`src/rtl/ram_req_ctrl.sv`:
```
`default_nettype none
// ============================================================================
// Module      : ram_req_ctrl
// Description : Request/response front-end for a single-port RAM with a
//               registered read port (ram_design, 16x4 by default).
//               Requests (read or write) arrive over a valid/ready handshake
//               and are driven combinationally onto the RAM port, so a write
//               lands in the RAM on the same edge it is accepted. Read data
//               is captured from the RAM's registered data_out one edge
//               later and returned over a valid/ready response channel.
//               Only one read may be outstanding at a time.
//
//               Optional feature macro: RAM_CLEAR_EN
//                 defined   : after reset a clear sequencer writes
//                             CLEAR_VALUE to every RAM location, one per
//                             cycle, before requests are accepted.
//                 undefined : no clear state or counter is built; the block
//                             is ready for requests straight out of reset.
//
// Parameters  : ADDR_W       RAM address width (depth = 2**ADDR_W)
//               DATA_W       RAM data width
//               CLEAR_VALUE  word written by the clear sequencer
//
// Ports       : clk               in   rising-edge clock, shared with RAM
//               rst_n             in   asynchronous active-low reset
//               req_valid         in   request present
//               req_ready         out  request accepted when valid&&ready
//               req_write         in   1 = write, 0 = read
//               req_addr          in   request address
//               req_wdata         in   write data (ignored for reads)
//               rsp_valid         out  read data available
//               rsp_ready         in   consumer takes rsp_rdata
//               rsp_rdata         out  read data, stable while stalled
//               ram_write_enable  out  to RAM write_enable
//               ram_address       out  to RAM address
//               ram_data_in       out  to RAM data_in
//               ram_data_out      in   from RAM data_out (registered)
//               busy              out  clear in progress or read in flight
//
// Revision    : 1.0  initial release
// ============================================================================
module ram_req_ctrl #(
    parameter int                ADDR_W      = 4,
    parameter int                DATA_W      = 4,
    parameter logic [DATA_W-1:0] CLEAR_VALUE = '0
) (
    input  logic              clk,
    input  logic              rst_n,

    // request channel
    input  logic              req_valid,
    output logic              req_ready,
    input  logic              req_write,
    input  logic [ADDR_W-1:0] req_addr,
    input  logic [DATA_W-1:0] req_wdata,

    // response channel
    output logic              rsp_valid,
    input  logic              rsp_ready,
    output logic [DATA_W-1:0] rsp_rdata,

    // RAM port
    output logic              ram_write_enable,
    output logic [ADDR_W-1:0] ram_address,
    output logic [DATA_W-1:0] ram_data_in,
    input  logic [DATA_W-1:0] ram_data_out,

    // status
    output logic              busy
);

    // ------------------------------------------------------------------------
    // State encoding. RUN is terminal until reset; CLEAR only exists as a
    // real flop state when the clear sequencer is built.
    // ------------------------------------------------------------------------
    localparam logic [0:0] ST_CLEAR = 1'b0;
    localparam logic [0:0] ST_RUN   = 1'b1;

    logic [0:0]        w_state;
    logic [ADDR_W-1:0] w_clr_addr;

`ifdef RAM_CLEAR_EN
    // The counter is one bit wider than the address so that the terminal
    // count compare looks at the full value and cannot alias on wrap.
    localparam logic [ADDR_W:0] CLR_LAST = {1'b0, {ADDR_W{1'b1}}};
    localparam logic [ADDR_W:0] CLR_ONE  = {{ADDR_W{1'b0}}, 1'b1};

    logic [0:0]      state_q;
    logic [0:0]      state_d;
    logic [ADDR_W:0] clr_cnt_q;
    logic [ADDR_W:0] clr_cnt_d;

    always_comb begin
        state_d   = state_q;
        clr_cnt_d = clr_cnt_q;
        if (state_q == ST_CLEAR) begin
            clr_cnt_d = clr_cnt_q + CLR_ONE;
            // Leave CLEAR on the same edge that writes the last location.
            if (clr_cnt_q == CLR_LAST) begin
                state_d = ST_RUN;
            end
        end
    end

    always_ff @(posedge clk or negedge rst_n) begin
        if (!rst_n) begin
            state_q   <= ST_CLEAR;
            clr_cnt_q <= '0;
        end else begin
            state_q   <= state_d;
            clr_cnt_q <= clr_cnt_d;
        end
    end

    assign w_state    = state_q;
    assign w_clr_addr = clr_cnt_q[ADDR_W-1:0];
`else
    // No sequencer: the block behaves as if permanently in RUN. The clear
    // address is a tied-off constant so the RAM drive mux below folds away.
    assign w_state    = ST_RUN;
    assign w_clr_addr = '0;
`endif

    // ------------------------------------------------------------------------
    // Request acceptance
    // ------------------------------------------------------------------------
    logic              rd_pending_q;
    logic              rd_pending_d;
    logic              rsp_valid_q;
    logic              rsp_valid_d;
    logic [DATA_W-1:0] rsp_rdata_q;
    logic [DATA_W-1:0] rsp_rdata_d;

    logic w_run;
    logic w_rsp_free;
    logic w_req_ready;
    logic w_accept;

    assign w_run       = (w_state == ST_RUN);
    // The response slot is free if empty, or if it is being popped now.
    assign w_rsp_free  = !rsp_valid_q || rsp_ready;
    // A read in flight blocks new requests: its capture needs the response
    // slot on the next edge, and keeping req_ready low guarantees that a
    // capture and a pop never collide.
    assign w_req_ready = w_run && !rd_pending_q && w_rsp_free;
    assign w_accept    = req_valid && w_req_ready;

    // ------------------------------------------------------------------------
    // Read pipeline and response register
    // ------------------------------------------------------------------------
    always_comb begin
        rd_pending_d = w_accept && !req_write;
        rsp_valid_d  = rsp_valid_q;
        rsp_rdata_d  = rsp_rdata_q;
        if (rd_pending_q) begin
            // RAM registered data_out on the accept edge; take it now.
            rsp_valid_d = 1'b1;
            rsp_rdata_d = ram_data_out;
        end else if (rsp_valid_q && rsp_ready) begin
            rsp_valid_d = 1'b0;
        end
    end

    always_ff @(posedge clk or negedge rst_n) begin
        if (!rst_n) begin
            rd_pending_q <= 1'b0;
            rsp_valid_q  <= 1'b0;
            rsp_rdata_q  <= '0;
        end else begin
            rd_pending_q <= rd_pending_d;
            rsp_valid_q  <= rsp_valid_d;
            rsp_rdata_q  <= rsp_rdata_d;
        end
    end

    // ------------------------------------------------------------------------
    // RAM drive: sequencer owns the port during CLEAR, requester otherwise.
    // ------------------------------------------------------------------------
    always_comb begin
        ram_write_enable = 1'b0;
        ram_address      = req_addr;
        ram_data_in      = req_wdata;
        if (!w_run) begin
            ram_write_enable = 1'b1;
            ram_address      = w_clr_addr;
            ram_data_in      = CLEAR_VALUE;
        end else begin
            ram_write_enable = w_accept && req_write;
        end
    end

    // ------------------------------------------------------------------------
    // Outputs
    // ------------------------------------------------------------------------
    assign req_ready = w_req_ready;
    assign rsp_valid = rsp_valid_q;
    assign rsp_rdata = rsp_rdata_q;
    assign busy      = !w_run || rd_pending_q;

endmodule
`default_nettype wire
```
`config.mk`:
```
export PLATFORM = sky130hd
export DESIGN_NAME = ram_req_ctrl
export DESIGN_NICKNAME = d
export VERILOG_FILES = /design/src/rtl/ram_req_ctrl.sv
export SDC_FILE = /design/constraint.sdc
export NUM_CORES = 1
export LEC_CHECK = 0
export CAP_MARGIN = 10
export CORE_AREA = 2 2 39 41
export DETAILED_ROUTE_END_ITERATION = 8
export DIE_AREA = 0 0 41 43
export PLACE_DENSITY = 0.77
export SETUP_SLACK_MARGIN = 0.1
export SLEW_MARGIN = 40
export SYNTH_ARGS = -nofsm -noshare
export SYNTH_HDL_FRONTEND = slang
export SYNTH_SLANG_ARGS = --single-unit
```
`constraint.sdc`:
```
create_clock -name clk -period 1.7 [get_ports clk]
set_input_delay 0.34 -clock clk [delete_from_list [all_inputs] [get_ports clk]]
set_output_delay 0.34 -clock clk [all_outputs]
set_load 0.03 [all_outputs]
```
# [Word level (Yosys, flattened, before mapping)]
# Index checks and enable logic that the tools add are counted.
[totals] elab_cells=15 reg_bits=6
[op_classes] reduce_logical=10 mux=2
[op_table] cell="$logic_and 1x1->1" n=5
[op_table] cell="$logic_not 1->1" n=3
[op_table] cell="$mux 1" n=2
[op_table] cell="$reduce_bool 2->1" n=1
[op_table] cell="$logic_or 1x1->1" n=1

# [Depth between registers and ports, before layout]
[depth] depth_word=5 mapped_depth=2 depth_no_buf=2

# [Worst setup path before layout]
# Ideal clock, no wire load.
[synth_path] kind="reg2out" startpoint="register rd_pending_q (netlist: busy)" endpoint="output req_ready" stages_incl_launch_ff=3 setup_slack_ns=0.270 arrival_ns=1.090 cell_sequence="dfrtp_1 -> buf_6 -> nor2_1"
[synth_via] elab_chain_cells=2
[synth_rtl] item="from (decl)" line_no="127" source="logic rd_pending_q;"
[synth_rtl] item="from (signal assigned)" line_no="170" source="rd_pending_q <= rd_pending_d;"
[synth_rtl] item="$logic_not 1->1" line_no="145" source="assign w_req_ready = w_run && !rd_pending_q && w_rsp_free;"
[synth_rtl] item="$logic_and 1x1->1" line_no="145"
[synth_rtl] item="to (decl)" line_no="52" source="output logic req_ready,"
# Every way passes these cells.

# [Final worst setup path]
[layout_path] startpoint="register rd_pending_q (netlist: busy)" endpoint="output ram_write_enable"
[layout_via] elab_chain_cells=4
[layout_rtl] item="$logic_not 1->1" line_no="145"
[layout_rtl] item="$logic_and 1x1->1" line_no="145"
[layout_rtl] item="$logic_and 1x1->1" line_no="146" source="assign w_accept = req_valid && w_req_ready;"
[layout_rtl] item="$logic_and 1x1->1" line_no="188" source="ram_write_enable = w_accept && req_write;"
[layout_rtl] item="to (decl)" line_no="63" source="output logic ram_write_enable,"
# Every way passes these cells.

==> metrics.md <==
| Metric | Value |
|---|---|
| Area contributors post-synth | `dfrtp_1, buf_4, mux2_4` |
| Row count | `14` |
| Startpoint type of the worst setup path | `flop` |
| Critical-path cell list | `buf_4 -> and4bb_2 -> buf_6` |
| Port Buffer Count | `16` |
| Max Slew Vio Count | `0` |
| RSZ-0062 raised after global routing | `no` |
| Ports | `33` |
| CTS Buf Count | `3` |
| Final worst path period share | `0.911` |
| Critical Path End Type | `primary output` |
| Syn_nets | `41` |
| Met2 Routed Length | `272 um` |
| Yosys top cell by area | `dfrtp_1` |
| Final #Nets | `55` |
| Routed vias/inst | `3.83` |
| Largest net degree at the start of global routing | `9` |
| Antenna violations before repair | `0` |
| First-pass GRT wire length | `800 um` |
| # setup viols final | `0` |
| Critical Path RT | `1.36 ns` |
| Power density over the cells | `1030 nW/um2` |
| Crit path largest cell delay | `0.36 ns` |
| Setup TNS | `0 ns` |
| Crit path max fanout | `8` |
| Diodes inserted | `0` |
| Routed len/inst | `11.1 um` |
| Seq/Total Area, Yosys | `0.451` |
| WP data arrival | `approximately 1.2 ns` |
| Ys Warns | `0` |
| Tightest Pin Transition | `0.315 ns` |
| Highest routed layer | `met3` |
| Layout cells sized above 1 | `0.389` |
| Share of the synthesized area in the top cell type | `0.451` |
| H-tree depth | `1` |
| Fmax | `~650 MHz` |
| Routed wl met3 | `between 70 and 80 um` |
| Leakage | `0.234 nW` |
| Root buffer cell | `clkbuf_4` |
| Post-layout min period | `roughly 1.5 ns` |
| Synth cell types | `9` |
| Starting Density | `0.241` |
| Clock Tree Buf Depth | `2` |
| Vias | `~200` |
| Routed Antenna Nets | `0` |
| Critical-path top delay cell | `dfrtp_1` |
| Final WL | `about 580 um` |
| Clock Sink Count | `6` |
| Core region area | `1380 um2` |
| Die footprint | `approximately 1800 um2` |
| GRT Util Overall | `0.0779` |
| DR pass1 iterations | `1` |
| Class of the worst hold path | `primary input to asynchronous set/reset pin` |
| GP Congestion | `0.663` |
| Critical path class | `flop to primary output` |
| Number of fill cells in the layout | `143` |
| Hpwl dp | `468 um` |
| CTS tree | `done` |
| Post-CTS setup buffers | `0` |
| VDD IR max | `0.258 mV` |
| Syn Area/Cell | `13.9 um2` |
| Global route overflow | `0` |
| Iter 0 DRT Violations | `0` |
| Fin. Hold Viols | `0` |
| Max-cap violations | `0` |
| M1 wire length | `227 um` |
| Fin Clk Skew | `0.00231 ns` |
| DIE WIDTH | `41 um` |
| Post-route DRC | `0` |
| Bufs and invs on worst path | `2` |
| Worst skew pair latency | `around 0.24 ns` |
| Die height | `43 um` |
| Post-Synthesis Cell Area | `333 um2` |
| Most frequent cells in the layout | `clkdlybuf4s50_1, dfrtp_1, dlygate4sd2_1` |
| Slew headroom | `0.789` |
| Post-Syn Instances | `24` |
| Worst-path clk slew | `0.05 ns` |
| Outcome | `finished, final reports clean` |
| CP delay by family, top | `flip-flops` |
| Vias in the first global route | `198` |
| Area growth from synthesis to layout | `42.1%` |
| Synth Register Bits | `6` |
| Total Power | `roughly 500 uW` |
| CTS Hold Bufs | `0` |
| Commonest non-fill, non-tap cell in the layout | `clkdlybuf4s50_1` |
## state kept, by name, indices dropped and copies added (netlist names)
register,count
rsp_valid,1
rsp_rdata,4
busy,1
## cells by family after synthesis
group / Yosys count / share of synthesized area
AND/OR/NAND/NOR: 5 / 0.154
flip-flops: 6 / 0.451
buffers and inverters: 9 / 0.214
multiplexers: 4 / 0.180
## power breakdown
group	switching [mW]	internal, mW
clock network	0.0511	0.0798
logic	0.0917	0.0859
registers	0.0121	0.168
total	0.155	0.334
## layer usage
| layer | global-route usage | vias up |
|---|---|---|
| met5 | 0 | - |
| met4 | 0.120 | 0 |
| met2 | 0.0875 | 13 |
| met3 | 0.0209 | 0 |
| met1 | 0.0891 | 91 |
| li1 | - | 95 |
## worst paths after layout
check / start / to / slack (ns) / depth (start not counted)
worst max-delay path: busy / ram_write_enable / 0.15 / 3
worst min-delay path: rst_n / rsp_rdata[1] / 0.33 / 1
worst max register to register: busy / rsp_rdata[3] / 0.74 / 2
worst min register to register: rsp_rdata[1] / rsp_rdata[1] / 0.50 / 1
max in group asynchronous: rst_n / rsp_rdata[3] / 1.16 / 1
min in group clk: rsp_rdata[1] / rsp_rdata[1] / 0.50 / 1
## through the flow
stage | std cells | util | cell area (um2) | worst slack, ns | hold slack [ns]
after global placement | 49 | 0.326 | 452 | 0.0437 | 0.490
after CTS | 52 | 0.340 | 470 | 0.102 | 0.330
after global routing | 52 | 0.342 | 473 | 0.100 | 0.356
after floorplan | 24 | - | 333 | 0.270 | 0.0444
after detailed placement | 49 | 0.326 | 452 | 0.0336 | 0.498
final | 52 | 0.342 | 473 | 0.151 | 0.332
## Yosys cell counts
cell type and n:
nor2b_4 1, nor4b_2 1, nor2_1 1, buf_6 1, and4bb_2 1, dfrtp_1 6, or2_1 1, mux2_4 4
buf_4 8
## cell type report
class	instances	area (um2)	area share
timing repair buffer	18	169	0.357
sequential	6	150	0.317
clock buffer	3	22.5	0.0476
tap	16	20.0	0.0423
multi-input combinational	9	111	0.235
## repair_timing
item	CTS	global route
gates resized for setup	7	1
pin swaps	0	0
endpoints found under the setup margin	7	2
## worst register-to-register path, cell delays in order (launching register included)
cell	delay, ns
dfrtp_1	0.36
buf_4	0.17
mux2_4	0.30
No activity file was read; power rests on OpenSTA's default activity.
==> variant 1, RTL diff (same settings) <==
Set the parameter `ADDR_W` to 2 (it was 4).
--- a/src/rtl/ram_req_ctrl.sv
+++ b/src/rtl/ram_req_ctrl.sv
@@ -42,3 +42,3 @@
 module ram_req_ctrl #(
-    parameter int                ADDR_W      = 4,
+    parameter int                ADDR_W      = 2,
     parameter int                DATA_W      = 4,
Interface: changed (resized ram_address and req_addr); port bits go from 33 to 29. The function was not compared with the original's and may differ.
==> variant 1 against the original RTL <==
Count of clock-buffer cells in the layout stayed put; synthesized area is 4.5% lower; worst hold slack better by 5.2 ps; setup slack better by 7.6 ps; global-route usage is 0.41 points lower; critical endpoint unchanged; final area is 1.6% higher; wire length is 1.4% lower; power is 1.1% higher; sequential cell count stayed put; critical path type unchanged.
==> variant 1: results (changes against the original RTL) <==
root buffer cell clkbuf_4; Hold Path Class in -> async; Largest register FFs 4 (unchanged); Non-Filler Instances 52 (unchanged); delay of the slowest cell on the worst path 370 ps; headroom to the max-slew limit 78.73% (-0.22 points); # fillers 129 (-9.8%); drt wl/cell 10.96 um (-1.4%); Worst Path Arrival 1200 ps; commonest cells in the netlist buf_4 (6), dfrtp_1 (6), mux2_4 (4); Post-synth ARST share 100.0% (unchanged); family with the most delay on the worst path flip-flops; Setup crit end ram_write_enable; met2 usage 9.688% (+0.94 points); Pre-Repair DR Iteration Count 1 (unchanged); highest routed layer met4; top cells by area, synth dfrtp_1 (47%), mux2_4 (19%), buf_4 (14%), nor4b_2 (4.7%), nor2b_4 (4.3%); TritonCTS Buffers 3 (unchanged); routing usage on met1 7.895% (-1.0 points); Post-DP HPWL 455.1 um (-2.8%); Net Count, Synth 37 (-9.8%); met3 WL 104 um (+33%); Worst Reg-to-Reg Cells 2 (unchanged); status complete, no violations; vias per cell 3.962 (+3.5%); first-pass GRT wire length 821 um (+2.6%); P_clk 129 uW; CP max-delay cell dfrtp_1; wl on met1 221 um (-2.6%); Seq/Total Area, Yosys 47.24% (+2.1 points); synth warn 0 (unchanged); Reg clk slew, reported paths 50 ps (about the same); Total GRT Usage 7.381% (-0.41 points); flop-to-flop setup slack 740 ps (about the same); sw power 152.6 uW (-1.4%); cts hold-fix bufs 0 (unchanged); share of cells above drive strength 1 38.89% (unchanged); Comb. pwr 186 uW (+4%); Layout Skew 2.922 ps (+0.6107 ps); vias in the first global route 214 (+8.1%); H-tree depth 1 (unchanged); grt met3 use 4.712% (+2.6 points); Pleak 0.2461 nW (+5.3%); Crit Path Max Fanout 8 (unchanged); initial antenna violation count 0 (unchanged); distinct cell type count after synthesis 9 (unchanged); nets 53 (-3.6%); VDD IR-drop max 0.3193 mV (+24%); metal2 WL 237 um (-13%); RR Endpoint rsp_rdata[1]$_DFFE_PN0P_; GP Congestion 0.5429 (-18%); worst reg2reg startpoint busy$_DFF_PN0_; Synth Instances 22 (-8.3%); Clock Latency Late Sink 240 ps (about the same); initial DRC count 0 (unchanged)
==> variant 1: cell types whose count changed after synthesis, sizes merged <==
cell,before,now
buf,9,7
==> variant 1: what timing repair did <==
| action | in CTS | in global routing |
|---|---|---|
| endpoints found under the setup margin | 5 | 4 |
| endpoints found under the hold margin | 0 | 0 |
| pin swaps | 0 | 0 |
| gates resized for setup | 4 | 4 |
| buffers inserted | 0 | 0 |
==> variant 1: kinds of logic after synthesis <==
kind of cell | after synthesis | synth area share, %
buf+inv | 7 | 17.72
flops | 6 | 47.24
mux | 4 | 18.90
simple gates | 5 | 16.14
==> variant 1: area by class of cell <==
type / count / share of cell area (%)
sequential: 6 / 31.25
multi-input combinational: 9 / 23.18
tap: 16 / 4.167
clock buffer: 3 / 4.687
timing repair buffer: 18 / 36.72
==> variant 1: metrics by stage <==
step                cell area [um2]  worst slack [ps]  power (mW)
CTS                           469.2             107.7      0.5054
finish                        480.5             158.8      0.4942
floorplan                     317.8             270.2      0.3188
global route                  480.5             106.0      0.5232
detailed placement            451.7             31.79      0.3789
global placement              451.7             37.89      0.3760
==> variant 1: worst min path at each step <==
stage / cells after the start / startpoint / end / slack [ps]
CTS: 1 / rst_n / rsp_rdata[0]$_DFFE_PN0P_ / 340
floorplan: 0 / rst_n / busy$_DFF_PN0_ / 40
global route: 1 / rst_n / rsp_rdata[0]$_DFFE_PN0P_ / 350
global placement: 1 / rsp_rdata[1]$_DFFE_PN0P_ / rsp_rdata[1]$_DFFE_PN0P_ / 490
finish: 1 / rst_n / rsp_rdata[0]$_DFFE_PN0P_ / 340
detailed placement: 1 / rsp_rdata[1]$_DFFE_PN0P_ / rsp_rdata[1]$_DFFE_PN0P_ / 500
==> variant 1: worst reg2reg max path: stages (launching register included) <==
cell and delay, ps:
dfrtp_1 370, buf_4 180, mux2_4 300
==> variant 2, RTL diff (config.mk and constraints unchanged) <==
Made on the original files. Take the reset off `rsp_rdata_q` and load it in a clocked block of its own.
--- a/src/rtl/ram_req_ctrl.sv
+++ b/src/rtl/ram_req_ctrl.sv
@@ -167,3 +167,2 @@
             rsp_valid_q  <= 1'b0;
-            rsp_rdata_q  <= '0;
         end else begin
@@ -171,4 +170,7 @@
             rsp_valid_q  <= rsp_valid_d;
-            rsp_rdata_q  <= rsp_rdata_d;
-        end
+        end
+    end
+
+    always_ff @(posedge clk) begin
+        rsp_rdata_q <= rsp_rdata_d;
     end
Formal check against the unedited RTL: differs if rst_n is asserted again (counterexample within 4 cycles, from zero or initial values and one cycle with rst_n low); with rst_n held inactive, the same outputs for 10 cycles.
==> variant 2 against the original RTL <==
Sequential share of layout area rose by 5.4 points; cell count fell by 5.8%; wire length fell by 13%; count of clock-buffer cells in the layout did not move; sequential cell count did not move; setup slack got worse by 3.6 ps; die area did not move; largest cell class unchanged; power fell by 20%; synthesized area fell by 12%; critical endpoint unchanged; via count fell by 6.5%; synthesized cell count fell by 21%; worst hold slack got worse by 70 ps; final area fell by 3.2%.
==> variant 2: results (changes against the original RTL) <==
Largest register FFs 4 (unchanged); Hold Path Class in -> async; largest net degree at the start of global routing 9 (unchanged); vias per cell 3.796 (-0.81%); share of cells above drive strength 1 33.33% (-5.6 points); EDFF count, synth 4 (+4); Pleak 0.2060 nW (-12%); Post-Route WL 503 um (-13%); initial DRC count 0 (unchanged); Pre-Repair DR Iteration Count 1 (unchanged); RR Endpoint busy$_DFF_PN0_; Total GRT Usage 7.085% (-0.71 points); Post-synth ARST share 33.33% (-67 points); Worst Reg-to-Reg Cells 3 (+1); Tightest Pin Transition 317.8 ps (+2.479 ps); first-pass GRT wire length 717 um (-10%); GP Congestion 0.6433 (-2.9%); nets 52 (-5.5%); commonest cells in the netlist buf_4 (8), edfxtp_1 (4), dfrtp_1 (2); Layout Skew 2.730 ps (+0.4188 ps); worst reg2reg startpoint busy$_DFF_PN0_; top cells by area, synth edfxtp_1 (41%), buf_4 (20%), dfrtp_1 (17%), nor4bb_4 (8.5%), nor4b_2 (5.1%); status complete, no violations; distinct cell type count after synthesis 8 (-1); CTS max path bufs 2 (unchanged); root buffer cell clkbuf_4; Net Count, Synth 36 (-12%); global route overflow 0 (unchanged); Antenna Cells 0 (unchanged); Seq/Total Area, Yosys 57.87% (+13 points); H-tree depth 1 (unchanged); Worst Path Arrival 1210 ps (about the same); # fillers 140 (-2.1%); flop-to-flop setup slack 710 ps (-30 ps); VDD IR-drop max 0.2296 mV (-11%); synth warn 0 (unchanged); Port Buf Inserts 16 (unchanged); vias in the first global route 187 (-5.6%); initial antenna violation count 0 (unchanged); Crit Path Max Fanout 5 (-3); Clock Latency Late Sink 240 ps (about the same); Reg clk slew, reported paths 40 ps; residual DRC count 0 (unchanged)
==> variant 2: cell count changes in the layout (fill, tap and decap cells not counted) <==
cell	unedited run	this run
nor4bb_4	0	1
clkdlybuf4s50_1	7	8
dlymetal6s2s_1	1	2
dfrtp_1	6	2
edfxtp_1	0	4
dlygate4sd2_1	6	4
and4bb_2	1	0
mux2_4	4	0
buf_4	3	4
==> variant 2: worst max path at each step <==
stage / start / endpoint / slack [ps] / depth (start not counted)
after detailed placement: rsp_ready / ram_write_enable / 20 / 4
after global placement: rsp_ready / ram_write_enable / 20 / 4
after global routing: busy$_DFF_PN0_ / ram_write_enable / 90 / 3
after CTS: busy$_DFF_PN0_ / ram_write_enable / 100 / 3
after floorplan: busy$_DFF_PN0_ / ram_write_enable / 220 / 1
final: busy$_DFF_PN0_ / ram_write_enable / 150 / 3
==> variant 2: area by class of cell <==
type | instances | area share [%]
Multi-Input combinational cell | 5 | 13.93
Sequential cell | 6 | 37.16
Clock buffer | 3 | 4.918
Timing Repair Buffer | 19 | 39.62
Tap cell | 16 | 4.372
==> variant 2: per-stage QoR <==
step | hold WS, ps | worst slack, ps | cells | cell area [um2] | power, mW
6_report | 262.2 | 147.5 | 49 | 457.9 | 0.3889
5_1_grt | 247.1 | 94.34 | 49 | 457.9 | 0.4146
4_1_cts | 258.9 | 100.0 | 47 | 434.2 | 0.3917
3_5_place_dp | 519.5 | 17.67 | 44 | 416.7 | 0.2630
3_3_place_gp | 516.3 | 17.87 | 44 | 416.7 | 0.2616
2_1_floorplan | 44.41 | 220.5 | 19 | 294.0 | 0.2513
==> variant 2: cells by family (layout without fill, tap and decap cells) <==
family                 after synthesis  in the layout  share of synthesized area (%)
buffers and inverters                8             22                          20.43
DFF                                  6              6                          57.87
and+or+nand+nor                      5              5                          21.70
==> variant 2: worst max-delay path, cell delays in order, from the launching register on <==
cell and delay [ps]:
dfrtp_1 380, buf_6 140, nor4bb_4 260, buf_4 190
==> variant 2: power breakdown <==
| part | switching (mW) | leakage (nW) | internal (mW) | total [mW] |
|---|---|---|---|---|
| sequential | 0.00328 | 0.0630 | 0.166 | 0.170 |
| clock | 0.0490 | 0.0138 | 0.0797 | 0.129 |
| combinational | 0.0441 | 0.129 | 0.0466 | 0.0907 |
| total | 0.0963 | 0.206 | 0.293 | 0.389 |
==> variant 2: routing by layer <==
metal	part of all wire, %	GRT usage (%)
met5	0	0
met4	3.8	11.33
met3	13	4.712
met2	46	8.125
met1	37	5.941
==> variant 2: timing repair <==
| action | in CTS | in global routing |
|---|---|---|
| pin swaps | 1 | 0 |
| buffers inserted | 0 | 2 |
| resized for setup | 4 | 3 |
| hold endpoints to repair | 0 | 0 |
| endpoints found under the setup margin | 3 | 3 |
